$ cat src/rtl/display_format_if.sv
// Request/result bundle between a binary value source and display_format.
// The master drives requests; the slave (display_format) returns the digit codes.
interface display_format_if #(
    parameter int unsigned IN_W = 32
) ();
    logic            in_valid;
    logic            in_ready;
    logic [IN_W-1:0] in_value;
    logic            in_hex;
    logic [31:0]     data;
    logic            done;
    logic            ovf;

    modport master (
        output in_valid,
        output in_value,
        output in_hex,
        input  in_ready,
        input  data,
        input  done,
        input  ovf
    );

    modport slave (
        input  in_valid,
        input  in_value,
        input  in_hex,
        output in_ready,
        output data,
        output done,
        output ovf
    );
endinterface

$ cat src/rtl/display_format.sv
// Formats a binary value as eight hex or BCD digit codes for a seven-segment scanner.
// Define DISPLAY_FORMAT_OVF_EN to flag decimal results above 99_999_999 and show "EEEEEEEE".
module display_format #(
    parameter int unsigned IN_W = 32
) (
    input logic             clk,
    input logic             rst,
    display_format_if.slave bus
);

    localparam int unsigned CntW = (IN_W > 1) ? $clog2(IN_W) : 1;
    localparam logic [CntW-1:0] CntLast = CntW'(IN_W - 1);

    typedef enum logic {StIdle, StConv} state_e;

    state_e          state_q, state_d;
    logic [IN_W-1:0] shreg_q, shreg_d;
    logic [39:0]     bcd_q, bcd_d;
    logic [CntW-1:0] cnt_q, cnt_d;
    logic [31:0]     data_q, data_d;
    logic            done_q, done_d;
`ifdef DISPLAY_FORMAT_OVF_EN
    logic            ovf_q, ovf_d;
`endif

    logic [39:0] bcd_adj;
    logic [39:0] bcd_shift;
    logic        unused_bcd_top;

    // Add-3 correction on every digit that would exceed 9 after doubling.
    always_comb begin
        bcd_adj = '0;
        for (int i = 0; i < 10; i++) begin
            if (bcd_q[4*i +: 4] >= 4'd5) begin
                bcd_adj[4*i +: 4] = bcd_q[4*i +: 4] + 4'd3;
            end else begin
                bcd_adj[4*i +: 4] = bcd_q[4*i +: 4];
            end
        end
    end

    assign bcd_shift      = {bcd_adj[38:0], shreg_q[IN_W-1]};
    assign unused_bcd_top = bcd_adj[39];

    always_comb begin
        state_d = state_q;
        shreg_d = shreg_q;
        bcd_d   = bcd_q;
        cnt_d   = cnt_q;
        data_d  = data_q;
        done_d  = 1'b0;
`ifdef DISPLAY_FORMAT_OVF_EN
        ovf_d   = ovf_q;
`endif

        unique case (state_q)
            StIdle: begin
                if (bus.in_valid) begin
                    if (bus.in_hex) begin
                        data_d = 32'(bus.in_value);
                        // Back-to-back hex updates still yield isolated done pulses.
                        done_d = ~done_q;
`ifdef DISPLAY_FORMAT_OVF_EN
                        ovf_d  = 1'b0;
`endif
                    end else begin
                        shreg_d = bus.in_value;
                        bcd_d   = '0;
                        cnt_d   = '0;
                        state_d = StConv;
                    end
                end
            end
            StConv: begin
                bcd_d   = bcd_shift;
                shreg_d = shreg_q << 1;
                cnt_d   = cnt_q + CntW'(1);
                if (cnt_q == CntLast) begin
                    state_d = StIdle;
                    cnt_d   = '0;
                    done_d  = 1'b1;
`ifdef DISPLAY_FORMAT_OVF_EN
                    if (bcd_shift[39:32] != 8'h00) begin
                        data_d = 32'hEEEE_EEEE;
                        ovf_d  = 1'b1;
                    end else begin
                        data_d = bcd_shift[31:0];
                        ovf_d  = 1'b0;
                    end
`else
                    data_d = bcd_shift[31:0];
`endif
                end
            end
            default: state_d = StIdle;
        endcase
    end

    always_ff @(posedge clk or negedge rst) begin
        if (!rst) begin
            state_q <= StIdle;
            shreg_q <= '0;
            bcd_q   <= '0;
            cnt_q   <= '0;
            data_q  <= '0;
            done_q  <= 1'b0;
        end else begin
            state_q <= state_d;
            shreg_q <= shreg_d;
            bcd_q   <= bcd_d;
            cnt_q   <= cnt_d;
            data_q  <= data_d;
            done_q  <= done_d;
        end
    end

`ifdef DISPLAY_FORMAT_OVF_EN
    always_ff @(posedge clk or negedge rst) begin
        if (!rst) begin
            ovf_q <= 1'b0;
        end else begin
            ovf_q <= ovf_d;
        end
    end

    assign bus.ovf = ovf_q;
`else
    assign bus.ovf = 1'b0;
`endif

    assign bus.in_ready = (state_q == StIdle);
    assign bus.data     = data_q;
    assign bus.done     = done_q;

endmodule
$ cat src/flat_wrapper.sv
// flat-port wrapper written by rule: the top's interface ports become plain ports
module display_format_flat 
#(
    parameter int unsigned IN_W = 32
)
  (clk, rst, bus_in_valid, bus_in_value, bus_in_hex, bus_in_ready, bus_data, bus_done, bus_ovf);
  display_format_if #(.IN_W(IN_W)) bus_i ();
  input logic clk;
  input logic rst;
  input wire logic [$bits(bus_i.in_valid)-1:0] bus_in_valid;
  input wire logic [$bits(bus_i.in_value)-1:0] bus_in_value;
  input wire logic [$bits(bus_i.in_hex)-1:0] bus_in_hex;
  output wire logic [$bits(bus_i.in_ready)-1:0] bus_in_ready;
  output wire logic [$bits(bus_i.data)-1:0] bus_data;
  output wire logic [$bits(bus_i.done)-1:0] bus_done;
  output wire logic [$bits(bus_i.ovf)-1:0] bus_ovf;
  assign bus_i.in_valid = bus_in_valid;
  assign bus_i.in_value = bus_in_value;
  assign bus_i.in_hex = bus_in_hex;
  assign bus_in_ready = bus_i.in_ready;
  assign bus_data = bus_i.data;
  assign bus_done = bus_i.done;
  assign bus_ovf = bus_i.ovf;
  display_format #(.IN_W(IN_W)) u_core (.clk(clk), .rst(rst), .bus(bus_i));
endmodule
$ cat config.mk
export PLATFORM = sky130hd
export DESIGN_NAME = display_format_flat
export DESIGN_NICKNAME = d
export VERILOG_FILES = /design/src/rtl/display_format_if.sv /design/src/rtl/display_format.sv /design/src/flat_wrapper.sv
export SDC_FILE = /design/constraint.sdc
export NUM_CORES = 1
export LEC_CHECK = 0
export BUFFER_PORTS_ARGS = -buffer_cell sky130_fd_sc_hd__buf_2
export CAP_MARGIN = 10
export CORE_ASPECT_RATIO = 1.4
export CORE_MARGIN = 5
export CORE_UTILIZATION = 57
export DETAILED_ROUTE_END_ITERATION = 16
export PLACE_DENSITY = 0.9
export REMOVE_ABC_BUFFERS = 1
export SYNTH_ARGS = -nofsm -noshare
export SYNTH_HDL_FRONTEND = slang
export SYNTH_SLANG_ARGS = --single-unit
$ cat constraint.sdc
create_clock -name clk -period 2.55 [get_ports clk]
set_input_delay 0 -clock clk [delete_from_list [all_inputs] [get_ports clk]]
set_output_delay 0 -clock clk [all_outputs]
set_load 0.01 [all_outputs]
==> impl_results.md, run 1 <==
- Die Area: 0.01124 mm^2
- Number of library cell types mapped by synthesis: 37
- Worst-path fanout max: 33
- Num ports: 71
- Area Overhead vs Synth: 19.34%
- Post-Route WL: between 10 and 15 mm
- Synthesized flop and latch total: 103
- Synthesized area per cell: 9.943 um^2
- Std-Cell Rows: 41
- CP cell instances: ha_1, and3_1, ha_1, and2_1, nor2_8, a21oi_1, a21bo_1
- Max-Cap Viols: 0
- Combinational share of power: about 40%
- Nets: 667
- Clock Pin Slew Worst Setup and Hold Paths: 0.07 ns
- Hold Vio Cnt, Final: 0
- Total track usage: 24.67%
- Fillcell total: 609
- Switching power total: 2.768 mW
- Floorplan die height: roughly 120 um
- Clock power frac: 20.4%
- Worst Hold Margin: ~0.00073 ns
- Startpoint Class: flop
- Grt ovf: 0
- Tcrit/Tclk final: 83.72%
- Worst hold path type: input port to flop
- Critical path type: flop to flop
- Setup Viol. Count Final: 0
- DR vias/cell: ~6.1
- Min Tclk post-route: 2.135 ns
- Vias in the first global route: 4610
- CTS tree: built
- RSZ-0062 raised after global routing: no
- Number of setup buffers added after CTS: 0
- Relative slew slack: about half
- Largest net degree at the start of global routing: 57
- Die width: 91.04 um
- Initial antenna violation count: 0
- Core Area: 0.009029 mm^2
- Port Buffer Count: 69
- Tightest Pin Transition: 0.7680 ns
- Seq/Total Area, Yosys: 49.19%
- CP most frequent cell: ha_1
- Via Count: about 4400
- First-pass GRT wire length: 22.15 mm
- CP required: around 2.8 ns
- CP arrival: 2.42 ns
- Seq pwr share: between 30 and 40%
- H-tree levels: 3
- Routed len/inst: 18.66 um
- Crit-path slowest cell: nor2_8
- Max VDD drop: 0.7014 mV
- Crit-path max cell delay: 0.45 ns
- Gpl congestion: ~0.80
- Clk buf depth: 2
- Status: completed
- Initial core utilization: 58.04%
- Post_cts resized: 0
- Finished Core Util: just under 70%
- Total CTS buffers: 9
- CTS sink count: 103
- Post-DP Area: 0.005627 mm^2
- Worst-Skew Late Latency: 0.35 ns
- Mapped Cells: 527
- F_max: 468.4 MHz
- Drt first pass iters: 5
- Fin. max-slew vios: 0
- Detail Route Antenna Nets: 0
- Root Buffer: clkbuf_16
- DRC: 0
- Sw frac: 37.92%
- Iter 0 DRT Violations: 429
- Pint: 4.532 mW
- Synthesized area: roughly 0.0052 mm^2
- Layout cells sized above 1: 17.96%
- Post-DP HPWL: just under 9 mm
- Synth warnings: 0
- Worst clock skew: 0.007345 ns
- Power density over cell area: 1167 mW/mm^2
- Pleak: 3.003 nW
- Final instance area: approximately 0.0063 mm^2
- CP Capture Type: flop
-- placed cells by master (no fill, tap or decap), types with 9 or more instances in the layout --
cell type      synthesis  final
nand2_1               80     80
o22ai_1               27     27
nor3b_1               13     13
and3_1                 9      9
nand3_1               10     10
dlygate4sd3_1          0     30
nand2b_1              10     10
mux2i_1               32     32
clkbuf_16              0      9
inv_1                 18     18
a22o_1                 9      9
buf_4                  7     11
nor2_1                10     10
xnor2_1                9      9
mux2_2                10     10
ha_1                  18     18
a21oi_1               41     41
buf_2                 15     68
dfrtp_1              103    102
o21ai_0               51     51
-- per-stage QoR --
step                      total power [mW]  cells  worst slack [ns]  TNS, ns
after detailed placement             5.709    679            0.4649        0
after floorplan                      4.757    492            -1.343   -73.89
final                                7.301    726            0.4152        0
after CTS                            7.268    725            0.4451        0
after global routing                 7.747    725            0.3282        0
after global placement               5.454    679            0.6197        0
-- synth_stat cells (all sizes together) --
| library cell | number | area share [%] |
|---|---|---|
| o22ai | 27 | 3.2 |
| nor3b | 13 | 1.9 |
| a21oi | 41 | 3.9 |
| mux2i | 32 | 6.1 |
| and2 | 1 | 0.12 |
| conb | 1 | 0.072 |
| dfrtp | 103 | 49 |
| xnor2 | 9 | 1.5 |
| ha | 18 | 4.3 |
| o211ai | 7 | 1.0 |
| a21o | 5 | 0.72 |
| a22o | 9 | 1.5 |
| nand2b | 10 | 1.2 |
| nand3 | 10 | 0.96 |
| inv | 19 | 1.4 |
| nor2b | 1 | 0.12 |
| nor2 | 11 | 1.1 |
| xor2 | 1 | 0.17 |
| o21ai | 52 | 5.0 |
| and3b | 1 | 0.24 |
| buf | 26 | 3.2 |
| a211oi | 5 | 0.72 |
| a211o | 6 | 1.0 |
| mux2 | 10 | 2.1 |
| nand2 | 80 | 5.7 |
| o31ai | 2 | 0.29 |
| nor3 | 1 | 0.095 |
| clkbuf | 9 | 0.64 |
| a21bo | 8 | 1.5 |
| and3 | 9 | 1.1 |
-- kinds of logic (layout without fill, tap and decap cells) --
family | after synthesis | in the layout | share of synthesized area (%)
flip-flops | 103 | 103 | 49.19
multiplexers | 42 | 42 | 8.262
AND/OR/NAND/NOR | 137 | 137 | 12.49
XOR/XNOR | 10 | 10 | 1.672
adder cells (fa/ha/maj) | 18 | 18 | 4.298
AO/OA/AOI/OAI | 162 | 162 | 18.86
other | 1 | 2 | 0.07156
buffers and inverters | 54 | 145 | 5.157
-- worst paths after layout --
| path | start | to | slack (ns) | depth (start not counted) |
|---|---|---|---|---|
| setup reg to reg | u_core.cnt_q[0]$_DFFE_PN0P_ | u_core.bus.data[13]$_DFFE_PN0P_ | 0.42 | 7 |
| max in group asynchronous | rst | u_core.bcd_q[5]$_DFFE_PN0P_ | 1.60 | 3 |
| hold / removal | bus_in_value[23] | u_core.shreg_q[23]$_DFFE_PN0P_ | 0.0007 | 3 |
| min in group asynchronous | rst | u_core.shreg_q[20]$_DFFE_PN0P_ | 0.25 | 2 |
| hold reg to reg | u_core.bus.data[11]$_DFFE_PN0P_ | u_core.bus.data[11]$_DFFE_PN0P_ | 0.48 | 2 |
| setup / recovery | u_core.cnt_q[0]$_DFFE_PN0P_ | u_core.bus.data[13]$_DFFE_PN0P_ | 0.42 | 7 |
-- flip-flops by register name, indices dropped and copies added, names as in the netlist --
| signal | flops |
|---|---|
| u_core.bcd_q | 32 |
| u_core.bus.data | 32 |
| u_core.bus.done | 1 |
| u_core.cnt_q | 5 |
| u_core.shreg_q | 32 |
| u_core.state_q | 1 |
-- worst max-delay path: cells and delay by family (launching register included) --
kind | cells | cell delay (ns)
AO/OA/AOI/OAI | 2 | 0.38
adder cells (fa/ha/maj) | 2 | 0.42
flip-flops | 1 | 0.43
AND/OR/NAND/NOR | 3 | 0.83
-- power groups by stage --
stage / clock, mW / sequential [mW] / combinational, mW
floorplan: 0 / 2.89 / 1.86
global placement: 0 / 2.81 / 2.64
detailed placement: 0 / 2.86 / 2.85
CTS: 1.50 / 2.85 / 2.92
global route: 1.56 / 2.94 / 3.25
finish: 1.49 / 2.88 / 2.94
-- routing by layer --
| layer | vias up | share of wire (%) | track usage [%] |
|---|---|---|---|
| met5 | - | 0 | 0 |
| met4 | 0 | 3.9 | 14.95 |
| met3 | 43 | 5.5 | 4.017 |
| met2 | 168 | 53 | 42.69 |
| met1 | 2166 | 37 | 28.66 |
| li1 | 2032 | - | - |
-- repair_timing --
| item | in CTS | in global routing |
|---|---|---|
| hold endpoints to repair | 96 | 0 |
| hold buffers | 30 | 0 |
| setup endpoints to repair | 0 | 0 |
-- layout make-up --
class                   count  area (um^2)  area share [%]
well taps                 107        133.9           2.141
diodes                      1        2.502         0.04002
clock buffers              11        242.7           3.882
flip-flops and latches    103         2579           41.24
inverters                  19        71.32           1.140
repair buffers            110        743.2           11.88
clock inverters             5        81.33           1.301
multi-input cells         370         2400           38.38
Note: power is estimated with default switching activity, not from simulation.
==> run 2, diff against run 1 <==
--- a/config.mk
+++ b/config.mk
@@ -9,9 +9,9 @@
 export CAP_MARGIN = 10
 export CORE_ASPECT_RATIO = 1.4
 export CORE_MARGIN = 5
-export CORE_UTILIZATION = 57
+export CORE_UTILIZATION = 52
 export DETAILED_ROUTE_END_ITERATION = 16
-export PLACE_DENSITY = 0.9
+export PLACE_DENSITY = 0.87
 export REMOVE_ABC_BUFFERS = 1
 export SYNTH_ARGS = -nofsm -noshare
 export SYNTH_HDL_FRONTEND = slang
==> constraint.sdc (replaced) <==
create_clock -name clk -period 1.8 [get_ports clk]
set_input_delay 0 -clock clk [delete_from_list [all_inputs] [get_ports clk]]
set_output_delay 0 -clock clk [all_outputs]
set_load 0.01 [all_outputs]
==> impl_results.md, run 2 (same netlist as run 1, synthesis figures left out) <==
- Relative slew slack: 61.80%
- Leading cell type in the layout, fill and taps excluded: dfrtp_1
- DRC: 0
- Initial antenna violation count: 0
- Port Buffer Count: 69
- Status: completed
- Iter 0 DRT Violations: 374
- Pleak: just over 3 nW
- Top layer in use: met4
- Clock Pin Slew Worst Setup and Hold Paths: approximately 0.070 ns
- Max VDD drop: 0.7716 mV
- Metal2 WL: 7.044 mm
- Post-Route WL: about 14 mm
- Via Count: between 4000 and 5000
- Layout cells sized above 1: 21.57%
- Vias in the first global route: roughly 4800
- Fin. max-slew vios: 0
- Place WS: -0.01536 ns
- Nets: 684
- CTS tree: built
- Floorplan die height: about 130 um
- Area Overhead vs Synth: 23.73%
- Root Buffer: clkbuf_16
- Worst-Skew Late Latency: 0.35 ns
- Max-Cap Viols: 0
- Post-DP HPWL: 9.458 mm
- Drt first pass iters: 5
- CP Capture Type: flop
- Die Area: 0.01221 mm^2
- Worst-path fanout max: 11
- Met1 WL: 5.528 mm
- Core Area: 0.009899 mm^2
- Total CTS buffers: 9
- ANT cells: 0
- Initial core utilization: 52.93%
- Num ports: 71
- DR vias/cell: between 5 and 6
- Min Tclk post-route: 1.747 ns
- Most frequent cells in the layout: dfrtp_1, nand2_1, buf_2
- Setup Viol. Count Final: 0
- Area of the multi-input gates: around 0.0024 mm^2
- Fillcell total: 749
- First-pass GRT wire length: 22.94 mm
- Largest net degree at the start of global routing: 74
- H-tree levels: 3
- CP required: 2.04 ns
- Worst R2R Path Depth: 8
- Grt ovf: 0
- Routed len/inst: 18.20 um
- F_max: 572.4 MHz
- Power density over cell area: 1603 mW/mm^2
- Gpl congestion: 0.8639
- Worst hold path type: input port to flop
- Startpoint Class: flop
- Min-Delay Path Depth: 3
- Hold Vio Cnt, Final: 0
- Slack of the critical path: 0.05299 ns
- Tightest Pin Transition: 0.5730 ns
- Critical path type: flop to flop
- Routed wl met3: around 760 um
- Worst Hold Margin: ~0.012 ns
- Tcrit/Tclk final: a little over nine tenths
- CP arrival: between 1.5 and 2 ns
- Total track usage: 24.01%
- Std-Cell Rows: 43
- CTS sink count: 103
- Detail Route Antenna Nets: 0
- Die width: 94.84 um
- RSZ-0062 raised after global routing: no
- Seq. cell area: 0.002579 mm^2
- Clk buf depth: 2
- Worst clock skew: 0.007318 ns
[run 2: area by class of cell]
| type | count | area share [%] |
|---|---|---|
| Timing Repair Buffer | 127 | 14.43 |
| Clock buffer | 12 | 3.802 |
| Clock inverter | 4 | 0.6947 |
| Tap cell | 135 | 2.605 |
| Multi-Input combinational cell | 370 | 37.59 |
| Inverter | 19 | 1.100 |
| Sequential cell | 103 | 39.77 |
[run 2: worst max-delay path: stages, from the launching register on]
cell	delay [ns]
dfrtp_1	0.38
ha_2	0.19
and3_1	0.16
ha_2	0.18
and2_4	0.18
nor2_8	0.05
buf_12	0.15
a21oi_2	0.14
a21bo_1	0.22
[run 2: power breakdown]
group	total (mW)	internal [mW]	switching (mW)
logic	4.32	2.01	2.31
clock network	1.97	1.11	0.855
registers	4.11	3.27	0.834
total	10.4	6.40	4.00
[run 2: path summary, 6_finish.rpt]
path	from	endpoint	slack, ns
worst max-delay path	u_core.cnt_q[1]$_DFFE_PN0P_	u_core.bus.data[5]$_DFFE_PN0P_	0.05
worst min-delay path	bus_in_value[23]	u_core.shreg_q[23]$_DFFE_PN0P_	0.01
worst max register to register	u_core.cnt_q[1]$_DFFE_PN0P_	u_core.bus.data[5]$_DFFE_PN0P_	0.05
worst min register to register	u_core.bus.data[11]$_DFFE_PN0P_	u_core.bus.data[11]$_DFFE_PN0P_	0.48
max in group asynchronous	rst	u_core.shreg_q[10]$_DFFE_PN0P_	0.98
min in group asynchronous	rst	u_core.shreg_q[22]$_DFFE_PN0P_	0.19
[run 2: through the flow]
stage / TNS [ns] / cell area (um^2) / util (%) / instances / power [mW]
final: 0 / 6484 / 65.50 / 770 / 10.40
after detailed placement: -0.03451 / 5844 / 59.04 / 723 / 8.195
after CTS: 0 / 6447 / 65.13 / 770 / 10.27
after floorplan: -150.80 / 5041 / - / 492 / 6.739
after global routing: 0 / 6484 / 65.50 / 770 / 11.06
after global placement: 0 / 5844 / 59.04 / 723 / 7.877
[run 2: timing repair]
| action | in CTS | in global routing |
|---|---|---|
| setup endpoints to repair | 6 | 22 |
| hold buffers | 31 | 0 |
| setup buffers | 0 | 0 |
| resized for setup | 1 | 11 |
| pin swaps | 1 | 2 |
| hold endpoints to repair | 78 | 0 |
[run 2: metal layers]
metal  vias to the layer above  GRT usage (%)
met2                       190          39.99
met5                         -              0
met1                      2231          29.23
met3                        50          3.743
li1                       2065              -
met4                         0          14.10
==> run 3, diff against run 2 <==
--- a/config.mk
+++ b/config.mk
@@ -8,11 +8,12 @@
 export BUFFER_PORTS_ARGS = -buffer_cell sky130_fd_sc_hd__buf_2
 export CAP_MARGIN = 10
 export CORE_ASPECT_RATIO = 1.4
-export CORE_MARGIN = 5
+export CORE_MARGIN = 1.5
 export CORE_UTILIZATION = 52
 export DETAILED_ROUTE_END_ITERATION = 16
 export PLACE_DENSITY = 0.87
 export REMOVE_ABC_BUFFERS = 1
+export SLEW_MARGIN = 20
 export SYNTH_ARGS = -nofsm -noshare
 export SYNTH_HDL_FRONTEND = slang
 export SYNTH_SLANG_ARGS = --single-unit
==> impl_results.md, run 3 (same netlist as run 1, synthesis figures left out) <==
- Failing checks: negative hold slack
- Crit-path slowest cell: dfrtp_1
- Worst-Skew Late Latency: 0.35 ns
- Iter 0 DRT Violations: between 400 and 500
- Grt ovf: 0
- CP required: between 2 and 2.5 ns
- Max VDD drop: 0.6345 mV
- CP Capture Type: flop
- Worst hold path type: input port to flop
- Fin. max-slew vios: 0
- Layout cells sized above 1: 22.83%
- Port Buffer Count: 69
- Hold Vio Cnt, Final: 1
- CP arrival: 2.01 ns
- Most frequent cells in the layout: dfrtp_1, nand2_1, buf_2
- Via Count: 4657
- Floorplan die height: 121.8 um
- Worst clock skew: 0.006772 ns
- Place WS: -0.02526 ns
- Core Area: 0.009846 mm^2
- Routed len/inst: 18.67 um
- Worst Hold Margin: -0.001410 ns
- DR vias/cell: 6.048
- Std-Cell Rows: 43
- Pleak: 3.118 nW
- Total power: 10.72 mW
- Fillcell total: about 720
- Leading cell type in the layout, fill and taps excluded: dfrtp_1
- Power density over cell area: 1648 mW/mm^2
- Tcrit/Tclk final: 98.37%
- DRC: 0
- Die width: a little under 90 um
- Max-Cap Viols: 0
- H-tree levels: 3
- Die Area: 0.01070 mm^2
- Num ports: 71
- Startpoint Class: flop
- CTS tree: built
- Detail Route Antenna Nets: 0
- ANT cells: 0
- Post-DP HPWL: 9.434 mm
- F_max: 564.8 MHz
- Nets: 684
- Clk buf depth: 2
- Drt first pass iters: 6
- CP most frequent cell: ha_2
- CTS sink count: a little over 100
- Status: complete, but fails checks
- Crit-path max cell delay: 0.37 ns
- Root Buffer: clkbuf_16
- Delay-heaviest family, CP: adder cells
- Initial core utilization: between 50% and 60%
- Critical path type: flop to flop
- Total CTS buffers: 9
- Vias in the first global route: ~4600
- Largest net degree at the start of global routing: 44
- Setup Viol. Count Final: 0
- Worst-path fanout max: 8
- Clock Pin Slew Worst Setup and Hold Paths: 0.07 ns
- Bufs and invs on worst path: 1
- Slack of the critical path: slightly below 0.03 ns
- Total track usage: approximately 28%
- First-pass GRT wire length: 23.03 mm
- Min Tclk post-route: 1.771 ns
- Area Overhead vs Synth: 24.16%
- Post-Route WL: around 14 mm
- CP cell instances: ha_2, and3_1, ha_2, and2_4, nor2_8, buf_6, a21oi_2, a21bo_1
- Initial antenna violation count: 0
- Gpl congestion: 0.8630
## run 3: cell count changes in the layout (fill, tap and decap cells not counted), sizes merged
cell and change:
buf +5, clkinvlp +2, bufinv +1, dlygate4sd3 -5, clkbuf -1, clkinv -2
## run 3: worst reg2reg max path, cell delays in order, from the launching register on
cell     delay [ns]
dfrtp_1        0.37
ha_2           0.19
and3_1         0.15
ha_2           0.20
and2_4         0.19
nor2_8         0.05
buf_6          0.14
a21oi_2        0.15
a21bo_1        0.22
## run 3: what timing repair did
action / CTS / global route
pin swaps: 1 / 0
endpoints found under the setup margin: 13 / 19
hold buffers: 26 / 0
resized for setup: 3 / 11
endpoints found under the hold margin: 104 / 0
buffers inserted: 0 / 3
## run 3: path summary, 6_finish.rpt
| check | from | end | slack [ns] | depth (start not counted) |
|---|---|---|---|---|
| worst max-delay path | u_core.cnt_q[0]$_DFFE_PN0P_ | u_core.bus.data[25]$_DFFE_PN0P_ | 0.03 | 8 |
| worst min-delay path | bus_in_value[9] | u_core.shreg_q[9]$_DFFE_PN0P_ | -0.001 | 3 |
| worst max register to register | u_core.cnt_q[0]$_DFFE_PN0P_ | u_core.bus.data[25]$_DFFE_PN0P_ | 0.03 | 8 |
| worst min register to register | u_core.bus.data[23]$_DFFE_PN0P_ | u_core.bus.data[23]$_DFFE_PN0P_ | 0.49 | 1 |
| max in group asynchronous | rst | u_core.bcd_q[4]$_DFFE_PN0P_ | 1.06 | 3 |
| min in group asynchronous | rst | u_core.shreg_q[23]$_DFFE_PN0P_ | 0.13 | 2 |
## run 3: where the power goes
part,switching [mW],total (mW),internal [mW]
logic,2.39,4.44,2.04
clock network,0.866,2.16,1.29
registers,0.851,4.13,3.27
## run 3: final cells by class
class | instances | area, um^2 | area share, %
clock buffer | 11 | 252.7 | 3.885
tap | 135 | 168.9 | 2.596
multi-input combinational | 370 | 2439 | 37.48
sequential | 103 | 2580 | 39.65
clock inverter | 5 | 80.08 | 1.231
timing repair buffer | 127 | 914.6 | 14.06
inverter | 19 | 71.32 | 1.096
## run 3: through the flow
step                      util [%]  setup TNS (ns)  cell area [um^2]  std cells
after floorplan                  -         -150.80              5041        492
after global placement       59.38               0              5847        725
after detailed placement     59.38         -0.1154              5847        725
after CTS                    65.47               0              6446        767
after global routing         66.08        -0.09642              6506        770
final                        66.08               0              6506        770
## run 3: routing by layer
layer / share of wire (%) / GRT usage [%]
met2: 51 / 46.80
met4: 4.8 / 15.67
met5: 0 / 0
met1: 38 / 34.69
met3: 5.7 / 4.404
